## config.mk

```make
export PLATFORM = sky130hd
export DESIGN_NAME = mem_word_sequencer
export DESIGN_NICKNAME = d
export VERILOG_FILES = /design/src/rtl/mem_word_sequencer_pkg.sv /design/src/rtl/mem_word_sequencer_rr_arbiter2.sv /design/src/rtl/mem_word_sequencer.sv
export SDC_FILE = /design/constraint.sdc
export NUM_CORES = 1
export LEC_CHECK = 0
export BUFFER_PORTS_ARGS = -buffer_cell sky130_fd_sc_hd__buf_2
export CORE_ASPECT_RATIO = 0.8
export CORE_MARGIN = 2
export CORE_UTILIZATION = 25
export CTS_CLUSTER_DIAMETER = 100
export DETAILED_ROUTE_END_ITERATION = 8
export GPL_ROUTABILITY_DRIVEN = 1
export PLACE_DENSITY = 0.53
export SKIP_LAST_GASP = 1
export SLEW_MARGIN = 5
export SYNTH_ARGS = -nofsm -noshare
export SYNTH_HDL_FRONTEND = slang
export SYNTH_SLANG_ARGS = --single-unit
```

## constraint.sdc

```tcl
create_clock -name clk -period 1.9 [get_ports clk]
set_clock_uncertainty 0.1 [all_clocks]
set_input_delay 0.095 -clock clk [delete_from_list [all_inputs] [get_ports clk]]
set_output_delay 0.095 -clock clk [all_outputs]
set_load 0.02 [all_outputs]
```

## src/rtl/mem_word_sequencer_pkg.sv

```systemverilog
`default_nettype none
// ============================================================================
// Module      : mem_word_sequencer_pkg
// Description : Shared state encodings, beat count, port IDs and byte-lane
//               helper for the byte-serialising word sequencer.
// Revision    : 1.0 - initial release
// ============================================================================
package mem_word_sequencer_pkg;

    typedef enum logic [1:0] {
        ST_IDLE  = 2'd0,
        ST_XFER  = 2'd1,
        ST_DRAIN = 2'd2,
        ST_ACK   = 2'd3
    } state_e;

    localparam int unsigned c_beats    = 4;
    localparam logic        c_p_ifetch = 1'b0;
    localparam logic        c_p_data   = 1'b1;

    // Big-endian lane select: index 0 is the most significant byte.
    function automatic logic [7:0] f_word_byte(input logic [31:0] word,
                                               input logic [1:0]  idx);
        logic [7:0] b;
        case (idx)
            2'd0:    b = word[31:24];
            2'd1:    b = word[23:16];
            2'd2:    b = word[15:8];
            default: b = word[7:0];
        endcase
        return b;
    endfunction

endpackage
`default_nettype wire

```

## src/rtl/mem_word_sequencer_rr_arbiter2.sv

```systemverilog
`default_nettype none
// ============================================================================
// Module      : rr_arbiter2
// Description : Two-way round-robin arbiter; owns the last-grant register.
// Revision    : 1.0 - initial release
// ============================================================================
module rr_arbiter2
    import mem_word_sequencer_pkg::*;
(
    input  logic       clk,
    input  logic       rst_n,
    input  logic [1:0] req,
    input  logic       update,
    output logic [1:0] grant
);

    logic r_last_grant_q;
    logic w_last_grant_d;

    always_comb begin
        grant          = 2'b00;
        w_last_grant_d = r_last_grant_q;
        case (req)
            2'b01:   grant = 2'b01;
            2'b10:   grant = 2'b10;
            2'b11:   grant = (r_last_grant_q == c_p_data) ? 2'b01 : 2'b10;
            default: grant = 2'b00;
        endcase
        if (update) begin
            w_last_grant_d = grant[1];
        end
    end

    // Reset to the data port so the fetch port wins the first contention.
    always_ff @(posedge clk) begin
        if (!rst_n) begin
            r_last_grant_q <= c_p_data;
        end else begin
            r_last_grant_q <= w_last_grant_d;
        end
    end

endmodule
`default_nettype wire

```

## src/rtl/mem_word_sequencer.sv

```systemverilog
`default_nettype none
// ============================================================================
// Module      : mem_word_sequencer
// Description : Shares one byte-wide RAM port between an instruction-fetch
//               port and a data port, serialising each word into 4 beats.
// Revision    : 1.0 - initial release
// ============================================================================
module mem_word_sequencer
    import mem_word_sequencer_pkg::*;
#(
    parameter int ADDR_W = 16
) (
    input  logic              clk,
    input  logic              rst_n,
    input  logic              req0,
    input  logic [ADDR_W-1:0] addr0,
    output logic              ack0,
    output logic [31:0]       rdata0,
    input  logic              req1,
    input  logic              we1,
    input  logic [ADDR_W-1:0] addr1,
    input  logic [31:0]       wdata1,
    output logic              ack1,
    output logic [31:0]       rdata1,
    output logic              busy,
    output logic [ADDR_W-1:0] ram_addr,
    output logic              ram_we,
    output logic [7:0]        ram_wdata,
    input  logic [7:0]        ram_rdata
);

    state_e              r_state_q,  w_state_d;
    logic [1:0]          r_beat_q,   w_beat_d;
    logic                r_port_q,   w_port_d;
    logic                r_we_q,     w_we_d;
    logic [ADDR_W-1:0]   r_base_q,   w_base_d;
    logic [31:0]         r_wdata_q,  w_wdata_d;
    logic [23:0]         r_word_q,   w_word_d;
    logic [31:0]         r_rdata0_q, w_rdata0_d;
    logic [31:0]         r_rdata1_q, w_rdata1_d;
    logic                r_ack0_q,   w_ack0_d;
    logic                r_ack1_q,   w_ack1_d;

    logic [1:0]          w_grant;
    logic                w_update;
    logic                w_in_xfer;

    assign w_update = (r_state_q == ST_IDLE) && (w_grant != 2'b00);

    rr_arbiter2 u_arb (
        .clk    (clk),
        .rst_n  (rst_n),
        .req    ({req1, req0}),
        .update (w_update),
        .grant  (w_grant)
    );

    always_comb begin
        w_state_d  = r_state_q;
        w_beat_d   = r_beat_q;
        w_port_d   = r_port_q;
        w_we_d     = r_we_q;
        w_base_d   = r_base_q;
        w_wdata_d  = r_wdata_q;
        w_word_d   = r_word_q;
        w_rdata0_d = r_rdata0_q;
        w_rdata1_d = r_rdata1_q;
        w_ack0_d   = 1'b0;
        w_ack1_d   = 1'b0;
        case (r_state_q)
            ST_IDLE: begin
                if (w_grant != 2'b00) begin
                    w_port_d  = w_grant[1] ? c_p_data : c_p_ifetch;
                    w_base_d  = w_grant[1] ? addr1 : addr0;
                    w_we_d    = w_grant[1] & we1;
                    w_wdata_d = w_grant[1] ? wdata1 : 32'h0;
                    w_beat_d  = 2'd0;
                    w_state_d = ST_XFER;
                end
            end
            ST_XFER: begin
                // Read data trails the address by one beat, so beat k lands byte k-1.
                case (r_beat_q)
                    2'd1:    w_word_d[23:16] = ram_rdata;
                    2'd2:    w_word_d[15:8]  = ram_rdata;
                    2'd3:    w_word_d[7:0]   = ram_rdata;
                    default: w_word_d        = r_word_q;
                endcase
                w_beat_d = r_beat_q + 2'd1;
                if (r_beat_q == 2'(c_beats - 1)) begin
                    w_state_d = ST_DRAIN;
                end
            end
            ST_DRAIN: begin
                if (!r_we_q) begin
                    if (r_port_q == c_p_data) begin
                        w_rdata1_d = {r_word_q, ram_rdata};
                    end else begin
                        w_rdata0_d = {r_word_q, ram_rdata};
                    end
                end
                w_ack0_d  = (r_port_q == c_p_ifetch);
                w_ack1_d  = (r_port_q == c_p_data);
                w_state_d = ST_ACK;
            end
            default: begin
                w_state_d = ST_IDLE;
            end
        endcase
    end

    always_ff @(posedge clk) begin
        if (!rst_n) begin
            r_state_q  <= ST_IDLE;
            r_beat_q   <= 2'd0;
            r_port_q   <= 1'b0;
            r_we_q     <= 1'b0;
            r_base_q   <= '0;
            r_wdata_q  <= 32'h0;
            r_word_q   <= 24'h0;
            r_rdata0_q <= 32'h0;
            r_rdata1_q <= 32'h0;
            r_ack0_q   <= 1'b0;
            r_ack1_q   <= 1'b0;
        end else begin
            r_state_q  <= w_state_d;
            r_beat_q   <= w_beat_d;
            r_port_q   <= w_port_d;
            r_we_q     <= w_we_d;
            r_base_q   <= w_base_d;
            r_wdata_q  <= w_wdata_d;
            r_word_q   <= w_word_d;
            r_rdata0_q <= w_rdata0_d;
            r_rdata1_q <= w_rdata1_d;
            r_ack0_q   <= w_ack0_d;
            r_ack1_q   <= w_ack1_d;
        end
    end

    assign w_in_xfer = (r_state_q == ST_XFER);
    assign ram_addr  = w_in_xfer ? (r_base_q + {{(ADDR_W-2){1'b0}}, r_beat_q}) : '0;
    assign ram_we    = w_in_xfer & r_we_q;
    assign ram_wdata = w_in_xfer ? f_word_byte(r_wdata_q, r_beat_q) : 8'h00;

    assign ack0   = r_ack0_q;
    assign ack1   = r_ack1_q;
    assign rdata0 = r_rdata0_q;
    assign rdata1 = r_rdata1_q;
    assign busy   = (r_state_q != ST_IDLE);

endmodule
`default_nettype wire

```

Word level (Yosys, flattened, before mapping)
Index checks and enable logic that the tools add are counted.
{ "totals": {"register_bits": 145, "out_inout_bits": 92} }
{ "classes": {"n_reduce_logical": 15, "n_eq_ne": 10, "bitwise": 4, "addsub": 2, "n_mux": 13} }
{ "ops": {"columns": ["operator", "count"], "rows": [
  ["$mux 16", 2],
  ["$mux 32", 1],
  ["$pmux 8 s3", 1],
  ["$add 16x2->16", 1],
  ["$reduce_and 2->1", 7],
  ["$pmux 2 s3", 2],
  ["$eq 2x2->1 const B", 5],
  ["$mux 2", 4],
  ["$mux 8", 1],
  ["$eq 2x1->1 const B", 3],
  ["$reduce_and 3->1", 2],
  ["$reduce_bool 2->1", 3],
  ["$logic_not 2->1", 2],
  ["$ne 2x1->1 const B", 2],
  ["$pmux 2 s2", 1],
  ["$add 2x1->2 const B", 1],
  ["$and 1x1->1", 2],
  ["$not 1->1", 2],
  ["$logic_and 1x1->1", 1],
  ["$mux 1", 1]
]} }

Longest topological paths before layout
{ "logic_depth": {"depth_word": 5, "mapped_depth": 8, "depth_no_buf": 6} }

Hierarchy
Synthesis repeated with hierarchy kept, for this count alone.
{ "hier_totals": {"hier_cells": 753, "area_unflattened_um2": 6312.3} }
{ "modules_own_cells": {"columns": ["module", "area_per_inst_um2", "cells_each", "instances"], "rows": [
  ["mem_word_sequencer", 6254.7, 746, 1],
  ["rr_arbiter2", 57.6, 7, 1]
]} }

Worst setup path after synthesis
OpenSTA, ideal clock, no wires.
{ "synth_path": {"kind": "register to output", "startpoint": "reg r_beat_q[1]", "endpoint": "out ram_addr[15]", "stages_incl_launch_ff": 6, "setup_slack_ns": -0.207, "arrival_ns": 1.912, "t_required_ns": 1.705, "path_buffers": 0, "path_cell_list": "dfxtp_1 > ha_1 > a21oi_1 > or3_4 > or4_1 > a21oi_1"} }
{ "synth_via": {"elab_chain_cells": 2} }
{ "synth_rtl": {"columns": ["item", "line", "source"], "rows": [
  ["start, declared", "mem_word_sequencer.sv:33", "logic [1:0] r_beat_q, w_beat_d;"],
  ["start signal, assigned", "mem_word_sequencer.sv:127", "r_beat_q <= w_beat_d;"],
  ["$add 16x2->16", "mem_word_sequencer.sv:141", "assign ram_addr = w_in_xfer ? (r_base_q + {{(ADDR_W-2){1'b0}}, r_beat_q}) : '0;"],
  ["$mux 16", "mem_word_sequencer.sv:141", null],
  ["end, declared", "mem_word_sequencer.sv:26", "output logic [ADDR_W-1:0] ram_addr,"]
]} }
No other way between the ends.

Final worst setup path
{ "layout_path": {"startpoint": "reg r_base_q[1]", "endpoint": "out ram_addr[15]"} }
{ "layout_via": {"elab_chain_cells": 2} }
{ "layout_rtl": {"columns": ["item", "line", "source"], "rows": [
  ["start, declared", "mem_word_sequencer.sv:36", "logic [ADDR_W-1:0] r_base_q, w_base_d;"],
  ["start signal, assigned", "mem_word_sequencer.sv:130", "r_base_q <= w_base_d;"],
  ["$add 16x2->16", "mem_word_sequencer.sv:141", null],
  ["$mux 16", "mem_word_sequencer.sv:141", null]
]} }
No other way between the ends.

==> qor.txt <==
run status = finished with violations
failing checks = negative setup slack
ANT nets after route = 0
Core Box Area = 0.0243 mm2
RSZ-0062 raised after global routing = yes
CP endpoint kind = output pin
family with the most delay on the worst path = simple AND/OR/NAND/NOR gates
Fin. Hold Viols = 0
CP Cell Sequence = ha_4 > a21oi_2 > or3_4 > or4_4 > a21oi_4 > buf_6
drc violations = 0
largest net degree at the start of global routing = 137
share of flip-flops with an asynchronous set or reset = 0%
cts bufs inserted = 17
design area = 0.00941 mm2
first-pass GRT wire length = 31800 um
FF+latch count, synth = 145
Yosys cell types = 38
root buffer cell = clkbuf_16
fin crit share = 124%
crit path max fanout = 3
CP arrival = 2.16 ns
H-tree levels = 4
fmax = 424 MHz
number of flops mapped to enable cells by yosys = 0
initial antenna violation count = 3
Peak VDD IR = 0.000630 V
Pwr per Cell Area = 1120 mW/mm2
Pre-Repair DR Iteration Count = 5
worst stage delay on the critical path = 0.44 ns
final core utilization = 38.7%
relative slew slack = 59.7%
Via Count = 5925
Starting Density = 25.4%
die height = 145 um
Clk Latency, worst-skew pair = 0.42 ns
detailed router's first-iteration violation count = 369
worst path required time = 1.70 ns
GRT Overall Usage = 15.5%
placed cell areas = 0.00764 mm2
final setup fails = 29
synthesized area = 0.00618 mm2
critical path buffer and inverter count = 1
Avg Vias per Cell = 4.54
Worst Hold Class = in -> reg
GRT Residual Overflow = 0
dominant synthesized flop cell = dfxtp_1
number of global-route vias before repair = 5749
share of cells above drive strength 1 = 29.3%
I/O Pins = 169
Die W = 180 um
net count after synthesis = 805
final count of pins violating max slew = 0
port bufs = 168
setup slack after placement = -0.157 ns
DP HPWL = 12700 um
setup TNS = -6.69 ns
clock-pin slew on the worst setup and hold paths = 0.06 ns
final WL = 20400 um
P_leak = 3.87 nW
# rows = 51
max-cap check violation count = 0
Crit-path slowest cell = or4_4
CTS tree = yes
Synth Area per Inst = 8.60 um2
CP startpoint kind = register
die area = 0.0260 mm2
Syn Inst Count = 718
final RePlAce weighted congestion = 0.769
Layout Area Growth over Synthesis = 52.3%
Max Root-Sink Buffers = 2
CTS sink count = 145
DR WL/cell = 15.6 um
slew of the pin with the lowest slew margin = 0.604 ns
final worst slack = -0.457 ns
Layout fillers = 2460
post-layout min period = 2.36 ns
Seq/Total Area, Yosys = 47.0%
final net count = 1059
Synth Warn # = 0
WS Path Type = reg -> out
what timing repair did:
action,CTS,global route
cloned,0,2
hold buffers,74,3
resized for setup,53,18
pin swaps,23,17
endpoints found under the hold margin,92,3
buffers inserted,9,4
endpoints found under the setup margin,23,32
where the power goes:
group | switching, mW | internal (mW)
logic | 1.93 | 1.45
clock network | 1.35 | 2.15
registers | 0.267 | 3.39
cells by family (layout without fill, tap and decap cells):
family / Yosys count / count (layout) / share of synthesized area [%]
AO/OA/AOI/OAI: 174 / 174 / 21.2
AND/OR/NAND/NOR: 301 / 301 / 21.9
other: 0 / 3 / 0
multiplexers: 17 / 17 / 2.75
flip-flops: 145 / 145 / 47.0
XOR/XNOR: 8 / 8 / 1.13
buffers and inverters: 63 / 330 / 3.95
adder cells (fa/ha/maj): 10 / 10 / 2.15
final cells by class:
| type | count | area, um2 | share of cell area (%) |
|---|---|---|---|
| Antenna cell | 3 | 7.51 | 0.0798 |
| Clock buffer | 21 | 460 | 4.89 |
| Clock inverter | 11 | 151 | 1.61 |
| Inverter | 7 | 31.3 | 0.333 |
| Multi-Input combinational cell | 510 | 3260 | 34.7 |
| Sequential cell | 145 | 2910 | 30.9 |
| Tap cell | 318 | 398 | 4.23 |
| Timing Repair Buffer | 291 | 2180 | 23.2 |
layer usage:
metal / wire length, um / part of all wire [%] / GRT usage (%) / up-vias
li1: - / - / - / 2964
met4: 293 / 1.4 / 3.94 / 0
met5: 0 / 0 / 0 / -
met3: 1090 / 5.3 / 4.31 / 20
met2: 9050 / 44 / 25.2 / 158
met1: 9930 / 49 / 20.4 / 2783
stage by stage:
stage,total power [mW],hold WS (ns),std cells
6_report,10.5,0.0731,1306
5_1_grt,11.1,0.108,1305
4_1_cts,10.5,0.0422,1297
3_5_place_dp,6.63,0.259,1183
3_3_place_gp,6.62,0.252,1183
2_1_floorplan,5.42,0.140,718
registers in the layout, indices dropped and copies added (netlist names):
signal / count
r_word_q: 24
r_port_q: 1
rdata1: 32
ack1: 1
r_base_q: 16
r_wdata_q: 32
ack0: 1
r_beat_q: 2
r_state_q: 2
rdata0: 32
r_we_q: 1
u_arb.r_last_grant_q: 1
worst paths after layout:
check | cells after the start | startpoint | end | slack (ns)
setup / recovery | 6 | r_base_q[1] | ram_addr[15] | -0.46
setup reg to reg | 6 | u_arb.r_last_grant_q | r_base_q[10] | -0.05
hold reg to reg | 2 | rdata1[2] | rdata1[2] | 0.36
hold / removal | 4 | req1 | r_base_q[14] | 0.07
worst register-to-register path, stage by stage (launching register included):
cell and delay [ns]:
dfxtp_1 0.33, a21boi_4 0.28, clkbuf_16 0.21, mux2i_1 0.17
dlygate4sd3_1 0.56, nand2_1 0.06, o211a_1 0.14
synthesized netlist by cell type (2+ instances only):
cell	n	area (um2)
nor2_1	29	109
buf_1	6	22.5
nand4_1	2	12.5
mux2i_1	17	170
and3_1	3	18.8
o21a_1	2	15.0
o211a_1	15	150
nand2_1	180	676
a21oi_1	17	85.1
inv_1	7	26.3
nand3_1	29	145
or3b_2	2	17.5
or4_1	2	15.0
or3_1	4	25.0
o31ai_1	2	15.0
clkbuf_1	44	165
a222oi_1	8	80.1
o21ai_0	5	25.0
and2_1	5	31.3
a21boi_0	90	676
a22oi_1	33	248
buf_2	6	30.0
xor2_1	4	35.0
nor2b_1	37	231
ha_1	9	113
xnor2_1	4	35.0
dfxtp_1	145	2900
layout by cell type (no fill, tap or decap), drive strengths merged:
cell type	instances
o21ai	6
nor2	29
o21a	2
ha	9
clkbuf	23
and2	5
and4	1
clkinv	5
nand2	180
a21oi	17
a22oi	33
nor4b	1
xor2	4
nor2b	37
nor3b	1
clkinvlp	1
or3b	2
xnor2	4
nor4	1
a32oi	1
diode	3
inv	9
nand3b	1
buf	215
a21boi	90
dlygate4sd3	74
or4	2
dfxtp	145
and3b	1
mux2i	17
o31ai	2
bufinv	3
nand4	2
o211a	15
or3	5
a222oi	8
and3	3
nand3	30
fa	1
Note: power is estimated with default switching activity, not from simulation.
